**src/rtl/imem_pkg.sv**
```systemverilog
// imem_sync shared types and constants.
// Loader state encoding, byte width and fault fill value.
package imem_pkg;

    typedef enum logic [1:0] {
        IDLE = 2'd0,
        LOAD = 2'd1,
        DONE = 2'd2
    } ld_state_t;

    localparam int BYTE_W = 8;

    // Fill bit replicated across rd when a fetch faults.
    localparam bit FAULT_BIT = 1'b0;

    function automatic int lanes_of(input int dw);
        return dw / BYTE_W;
    endfunction

endpackage

```
**src/rtl/imem_sync_if.sv**
```systemverilog
// Fetch and program-load bus of imem_sync.
// IMEM_FAULT_EN adds the fetch_fault response bit.
interface imem_sync_if #(
    parameter int DATA_W = 32
);
    logic              fetch_req;
    logic [31:0]       fetch_addr;
    logic              fetch_ready;
    logic              stall;
    logic [DATA_W-1:0] rd;
    logic              rd_valid;
    logic              load_start;
    logic              load_byte_valid;
    logic [7:0]        load_byte;
    logic              load_last;
    logic              load_busy;
    logic              load_done;
    logic              load_overflow;
`ifdef IMEM_FAULT_EN
    logic              fetch_fault;

    modport master (
        output fetch_req, fetch_addr, stall,
        output load_start, load_byte_valid, load_byte, load_last,
        input  fetch_ready, rd, rd_valid, fetch_fault,
        input  load_busy, load_done, load_overflow
    );

    modport slave (
        input  fetch_req, fetch_addr, stall,
        input  load_start, load_byte_valid, load_byte, load_last,
        output fetch_ready, rd, rd_valid, fetch_fault,
        output load_busy, load_done, load_overflow
    );
`else
    modport master (
        output fetch_req, fetch_addr, stall,
        output load_start, load_byte_valid, load_byte, load_last,
        input  fetch_ready, rd, rd_valid,
        input  load_busy, load_done, load_overflow
    );

    modport slave (
        input  fetch_req, fetch_addr, stall,
        input  load_start, load_byte_valid, load_byte, load_last,
        output fetch_ready, rd, rd_valid,
        output load_busy, load_done, load_overflow
    );
`endif
endinterface

```
**src/rtl/imem_loader.sv**
```systemverilog
// Byte-serial program loader for imem_sync.
// Assembles little-endian words and emits RAM writes.
module imem_loader
    import imem_pkg::*;
#(
    parameter int DEPTH  = 64,
    parameter int DATA_W = 32,
    localparam int AW    = $clog2(DEPTH)
) (
    input  logic              clk,
    input  logic              reset,
    input  logic              load_start,
    input  logic              load_byte_valid,
    input  logic [BYTE_W-1:0] load_byte,
    input  logic              load_last,
    output logic              idle,
    output logic              load_busy,
    output logic              load_done,
    output logic              load_overflow,
    output logic              wr_en,
    output logic [AW-1:0]     wr_idx,
    output logic [DATA_W-1:0] wr_data
);

    localparam int LANES = lanes_of(DATA_W);
    localparam int LW    = (LANES > 1) ? $clog2(LANES) : 1;
    localparam int PW    = AW + 1;

    localparam logic [LW-1:0] LAST_LANE = LW'(LANES - 1);
    localparam logic [PW-1:0] PTR_END   = PW'(DEPTH);

    ld_state_t         state;
    ld_state_t         state_nx;
    logic [LW-1:0]     byte_cnt;
    logic [PW-1:0]     word_ptr;
    logic [DATA_W-1:0] asm_q;
    logic [DATA_W-1:0] asm_nx;
    logic              ovf_q;
    logic              take;
    logic              word_end;
    logic              in_range;
    logic              start;

    assign start    = (state == IDLE) && load_start;
    assign take     = (state == LOAD) && load_byte_valid;
    assign word_end = take && ((byte_cnt == LAST_LANE) || load_last);
    assign in_range = word_ptr < PTR_END;

    // Loader state register.
    always_ff @(posedge clk) begin
        if (reset) begin
            state <= IDLE;
        end else begin
            state <= state_nx;
        end
    end

    // Next state: start, last byte, single-cycle done.
    always_comb begin
        state_nx = state;
        unique case (state)
            IDLE:    if (load_start) state_nx = LOAD;
            LOAD:    if (take && load_last) state_nx = DONE;
            DONE:    state_nx = IDLE;
            default: state_nx = IDLE;
        endcase
    end

    // Drop the incoming byte into its lane of the word.
    always_comb begin
        asm_nx = asm_q;
        asm_nx[byte_cnt*BYTE_W +: BYTE_W] = load_byte;
    end

    // Byte lane, word pointer and sticky overflow.
    always_ff @(posedge clk) begin
        if (reset || start) begin
            byte_cnt <= '0;
            word_ptr <= '0;
            asm_q    <= '0;
            ovf_q    <= 1'b0;
        end else if (take) begin
            if (word_end) begin
                byte_cnt <= '0;
                asm_q    <= '0;
                if (in_range) begin
                    word_ptr <= word_ptr + 1'b1;
                end else begin
                    ovf_q <= 1'b1;
                end
            end else begin
                byte_cnt <= byte_cnt + 1'b1;
                asm_q    <= asm_nx;
            end
        end
    end

    assign wr_en         = word_end && in_range;
    assign wr_idx        = word_ptr[AW-1:0];
    assign wr_data       = asm_nx;
    assign idle          = (state == IDLE);
    assign load_busy     = !idle;
    assign load_done     = (state == DONE);
    assign load_overflow = ovf_q;

endmodule

```
**src/rtl/imem_sync.sv**
```systemverilog
// Clocked instruction memory with fetch handshake and loader.
// Optional IMEM_FAULT_EN: misaligned/out-of-range fault reporting.
module imem_sync
    import imem_pkg::*;
#(
    parameter int DEPTH  = 64,
    parameter int DATA_W = 32,
    parameter     INIT_FILE = ""
) (
    input logic        clk,
    input logic        reset,
    imem_sync_if.slave bus
);

    localparam int AW = $clog2(DEPTH);

    logic [DATA_W-1:0] mem [DEPTH];

    logic              wr_en;
    logic [AW-1:0]     wr_idx;
    logic [DATA_W-1:0] wr_data;
    logic              ld_idle;
    logic              accept;
    logic              addr_bad;
    logic [AW-1:0]     idx;
    logic [DATA_W-1:0] rd_q;
    logic              vld_q;
    logic              flt_q;

    imem_loader #(
        .DEPTH  (DEPTH),
        .DATA_W (DATA_W)
    ) u_loader (
        .clk             (clk),
        .reset           (reset),
        .load_start      (bus.load_start),
        .load_byte_valid (bus.load_byte_valid),
        .load_byte       (bus.load_byte),
        .load_last       (bus.load_last),
        .idle            (ld_idle),
        .load_busy       (bus.load_busy),
        .load_done       (bus.load_done),
        .load_overflow   (bus.load_overflow),
        .wr_en           (wr_en),
        .wr_idx          (wr_idx),
        .wr_data         (wr_data)
    );

    assign idx    = bus.fetch_addr[AW+1:2];
    assign accept = bus.fetch_req && ld_idle && !bus.stall;

`ifdef IMEM_FAULT_EN
    assign addr_bad = (|bus.fetch_addr[1:0]) ||
                      (|bus.fetch_addr[31:AW+2]);
`else
    logic unused_addr;
    assign addr_bad    = 1'b0;
    assign unused_addr = ^{bus.fetch_addr[31:AW+2],
                           bus.fetch_addr[1:0]};
`endif

    // Loader write port; fetch is blocked while it is active.
    always_ff @(posedge clk) begin
        if (wr_en) begin
            mem[wr_idx] <= wr_data;
        end
    end

    // Registered read; stall freezes the whole response.
    always_ff @(posedge clk) begin
        if (reset) begin
            rd_q  <= '0;
            vld_q <= 1'b0;
            flt_q <= 1'b0;
        end else if (!bus.stall) begin
            vld_q <= accept;
            flt_q <= accept && addr_bad;
            if (accept) begin
                rd_q <= addr_bad ? {DATA_W{FAULT_BIT}} : mem[idx];
            end
        end
    end

    assign bus.fetch_ready = ld_idle;
    assign bus.rd          = rd_q;
    assign bus.rd_valid    = vld_q;

`ifdef IMEM_FAULT_EN
    assign bus.fetch_fault = flt_q;
`else
    logic unused_flt;
    assign unused_flt = flt_q;
`endif

endmodule

```
**src/flat_wrapper.sv**
```systemverilog
// flat-port wrapper written by rule: the top's interface ports become plain ports
module imem_sync_flat import imem_pkg::*;
#(
    parameter int DEPTH  = 64,
    parameter int DATA_W = 32,
    parameter     INIT_FILE = ""
)
  (clk, reset, bus_fetch_req, bus_fetch_addr, bus_stall, bus_load_start, bus_load_byte_valid, bus_load_byte, bus_load_last, bus_fetch_ready, bus_rd, bus_rd_valid, bus_load_busy, bus_load_done, bus_load_overflow);
  imem_sync_if #(.DATA_W(DATA_W)) bus_i ();
  input logic clk;
  input logic reset;
  input wire logic [$bits(bus_i.fetch_req)-1:0] bus_fetch_req;
  input wire logic [$bits(bus_i.fetch_addr)-1:0] bus_fetch_addr;
  input wire logic [$bits(bus_i.stall)-1:0] bus_stall;
  input wire logic [$bits(bus_i.load_start)-1:0] bus_load_start;
  input wire logic [$bits(bus_i.load_byte_valid)-1:0] bus_load_byte_valid;
  input wire logic [$bits(bus_i.load_byte)-1:0] bus_load_byte;
  input wire logic [$bits(bus_i.load_last)-1:0] bus_load_last;
  output wire logic [$bits(bus_i.fetch_ready)-1:0] bus_fetch_ready;
  output wire logic [$bits(bus_i.rd)-1:0] bus_rd;
  output wire logic [$bits(bus_i.rd_valid)-1:0] bus_rd_valid;
  output wire logic [$bits(bus_i.load_busy)-1:0] bus_load_busy;
  output wire logic [$bits(bus_i.load_done)-1:0] bus_load_done;
  output wire logic [$bits(bus_i.load_overflow)-1:0] bus_load_overflow;
  assign bus_i.fetch_req = bus_fetch_req;
  assign bus_i.fetch_addr = bus_fetch_addr;
  assign bus_i.stall = bus_stall;
  assign bus_i.load_start = bus_load_start;
  assign bus_i.load_byte_valid = bus_load_byte_valid;
  assign bus_i.load_byte = bus_load_byte;
  assign bus_i.load_last = bus_load_last;
  assign bus_fetch_ready = bus_i.fetch_ready;
  assign bus_rd = bus_i.rd;
  assign bus_rd_valid = bus_i.rd_valid;
  assign bus_load_busy = bus_i.load_busy;
  assign bus_load_done = bus_i.load_done;
  assign bus_load_overflow = bus_i.load_overflow;
  imem_sync #(.DEPTH(DEPTH), .DATA_W(DATA_W), .INIT_FILE(INIT_FILE)) u_core (.clk(clk), .reset(reset), .bus(bus_i));
endmodule
```
**config.mk**
```make
export PLATFORM = sky130hd
export DESIGN_NAME = imem_sync_flat
export DESIGN_NICKNAME = d
export VERILOG_FILES = /design/src/rtl/imem_pkg.sv /design/src/rtl/imem_sync_if.sv /design/src/rtl/imem_loader.sv /design/src/rtl/imem_sync.sv /design/src/flat_wrapper.sv
export SDC_FILE = /design/constraint.sdc
export NUM_CORES = 2
export LEC_CHECK = 0
export ABC_CLOCK_PERIOD_IN_PS = 6400
export BUFFER_PORTS_ARGS = -buffer_cell sky130_fd_sc_hd__buf_2
export CAP_MARGIN = 20
export CORE_MARGIN = 2
export CORE_UTILIZATION = 25
export DETAILED_ROUTE_END_ITERATION = 7
export PLACE_DENSITY = 0.43
export SYNTH_ARGS = -nofsm -noshare
export SYNTH_HDL_FRONTEND = slang
export SYNTH_SLANG_ARGS = --single-unit
export TNS_END_PERCENT = 5
```
**constraint.sdc**
```tcl
create_clock -name clk -period 6.4 [get_ports clk]
set_input_delay 0.64 -clock clk [delete_from_list [all_inputs] [get_ports clk]]
set_output_delay 0.64 -clock clk [all_outputs]
set_load 0.005 [all_outputs]
```
==> metrics.txt <==
post-synth cell types 70; Clk pwr share 43.2%; CP most frequent cell buf_4; Root Driver clkbuf_16; CTS Buffer Depth 3; CP Launch Point u_core.u_loader.byte_cnt[0]; Synth Area in XOR/XNOR 0.0430%; critical path peak fanout 17; overall power 28.3 mW; Worst-path clk slew 0.06 ns; starting density of the core 25.1%; # port buffers 57; Routed WL 242000 um; detailed-placement wirelength estimate 144000 um; cts repair resizes 0; IO Pins 84; Max-Cap Viols 0; share of the synthesized area in the top cell type 75.4%; Lkg Pwr 32.8 nW; Post-synth top flop edfxtp_1; die span in x 575 um; minimum clock period 4.64 ns; drt wl/cell 28.0 um; final net count 4184; worst skew pair latency 0.85 ns; via count 39900; Async S/R FF share, synth 0%; top cells by area, synth edfxtp_1, mux4_2, mux2i_1, dfxtp_1, o221ai_1; Worst EP required 6.90 ns; Slew @ Worst Pin 1.11 ns; Pint 22.3 mW; synthesis-stage register bit count 2125; Slowest Stage Delay on Critical Path 1.06 ns; Post-Synth Simple-Gate Area 2.13%; grt total ovfl 0; Crit. End Element flip-flop; Die Height 575 um; share of cells above drive strength 1 24.7%; post-synthesis mux area share 15.0%; clk sink count 2125; first-pass GRT wire length 335000 um; Layout Skew 0.0283 ns; RSZ-0062 raised after global routing false; area of the core 325000 sq um; fin crit share 72.4%; residual DRC count 0; gpl congestion 0.751; Synth Instances 3889; Cell Rows 209; most frequent cells in the layout edfxtp_1, mux4_2, mux2i_1, clkbuf_16, buf_4; final hold vios 0; Slew HR 26.3%; sw power 5.98 mW; placement-stage cell area 88500 sq um; First-pass DRT Iterations 7; CTS tree built; total global-route track usage 14.4%; post-synthesis compound-gate area fraction 3.88%; r2r startpoint u_core.u_loader.byte_cnt[0]; Cell Area, Synth 81600 sq um; vias per cell 4.61; final setup violation count 0; slowest CP cell nor2_4; postcts setup bufs 0; switch share 21.1%; min-delay worst type in -> reg; Synth area leader edfxtp_1; fin area 95400 sq um; initial antenna violation count 12; Layout area overhead 16.9%; largest family of logic cells by synthesized area multiplexers; Arr. time, crit path 5.13 ns; CTS H-tree depth 4; Cell Chain, Critical Path ha_1 -> buf_4 -> nor2_1 -> nor4b_1 -> nand2_1 -> nor2_4 -> buf_4; 1st-iter DRT viols 3602; CTS buffer count 223; CP startpoint kind flip-flop; final max-slew violation count 0; commonest non-fill, non-tap cell in the layout edfxtp_1; Post-synth EDFFs 2048; fmax 0.216 GHz; kind of critical path reg -> reg; Synth Area in Adders 0.0920%; min-delay src bus_load_byte_valid; vias in the first global route 41000; Ys Warns 0; Fin Setup TNS 0 ns; final core utilization 29.4%; sequential share of power 53.5%; Die Area 331000 sq um; WHS Path Cells 4; Max IR drop VDD 0.000262 V; outcome finished clean; FF-to-FF path depth 7; largest net degree at the start of global routing 105; syn_nets 3942; Post-DRT Antenna Nets 0; Gate power share 3.3%; Syn Area/Cell 21.0 sq um; Power Dens Cells 297 nW/um^2; post-synthesis sequential area ratio 77.3%
[through the flow]
step / setup slack (ns) / instances / hold slack, ns
after floorplan: 0.721 / 3889 / 0.437
after CTS: 1.83 / 8648 / 0.0353
after global placement: 1.93 / 8228 / 0.456
after detailed placement: 1.84 / 8229 / 0.450
final: 1.76 / 8651 / 0.127
after global routing: 1.51 / 8650 / 0.0964
[power by group through the flow]
stage	Combinational [mW]	Clock, mW	Sequential, mW
after floorplan	0.565	0	15.4
after global placement	0.945	0	15.4
after detailed placement	0.951	0	15.4
after CTS	0.953	12.5	15.1
after global routing	0.983	13.1	15.1
final	0.928	12.2	15.1
[per-layer routing]
metal  vias to the layer above  routed length, um  global-route usage (%)
met1                     21800             108000                    19.7
met2                      1004             114000                    23.1
li1                      16800                  -                       -
met4                         2               8210                    5.04
met3                       321              11500                    2.42
met5                         -                 13                       0
[path summary, 6_finish.rpt]
| kind | end | slack (ns) |
|---|---|---|
| setup / recovery | u_core.mem[33][11] | 1.76 |
| hold / removal | u_core.u_loader.state[0] | 0.13 |
| setup reg to reg | u_core.mem[33][11] | 1.76 |
| hold reg to reg | u_core.u_loader.asm_q[20] | 0.46 |
[synthesized netlist by cell type (all sizes together), types with 14 or more instances]
| cell type | number |
|---|---|
| nor3 | 14 |
| dfxtp | 77 |
| mux2i | 266 |
| nand2 | 105 |
| a22oi | 48 |
| mux4 | 423 |
| clkbuf | 93 |
| o21ai | 50 |
| o22ai | 76 |
| a21oi | 59 |
| nand3 | 34 |
| and2 | 39 |
| inv | 33 |
| a31oi | 14 |
| nor2 | 121 |
| o221ai | 80 |
| a22o | 21 |
| edfxtp | 2048 |
| buf | 126 |
[flip-flops by register name, indices dropped and copies added (netlist names)]
register	flops
u_core.u_loader.byte_cnt	2
u_core.u_loader.state	2
u_core.mem	2048
u_core.bus.rd	32
u_core.u_loader.asm_q	32
u_core.u_loader.word_ptr	7
u_core.bus.rd_valid	1
u_core.u_loader.load_overflow	1
[final cells by class]
class                           instances  area, sq um
Multi-Input combinational cell       1510        18100
Fill cell                           31700       229000
Tap cell                             4325         5410
Clock inverter                        114          696
Timing Repair Buffer                  236         1840
Antenna cell                            2         5.00
Sequential cell                      2125        63000
Inverter                               35          138
Clock buffer                          304         6120
[worst max-delay path, delay by kind of cell, from the launching register on]
kind	cells	cell delay, ns
adder cells (fa/ha/maj)	1	0.21
buffers and inverters	2	0.76
AND/OR/NAND/NOR	4	2.72
flip-flops	1	0.54
[cell families (layout without fill, tap and decap cells)]
| logic type | Yosys count | in the layout |
|---|---|---|
| simple gates | 370 | 370 |
| flops | 2125 | 2125 |
| compound gates | 438 | 438 |
| mux | 692 | 692 |
| other cells | 0 | 2 |
| buf+inv | 254 | 689 |
| xor+xnor | 4 | 4 |
| fa+ha+maj | 6 | 6 |
[timing repair]
action,4_1_cts,5_1_grt
endpoints found under the setup margin,0,0
hold buffers,1,0
endpoints found under the hold margin,1,0
Note: power is estimated with default switching activity, not from simulation.
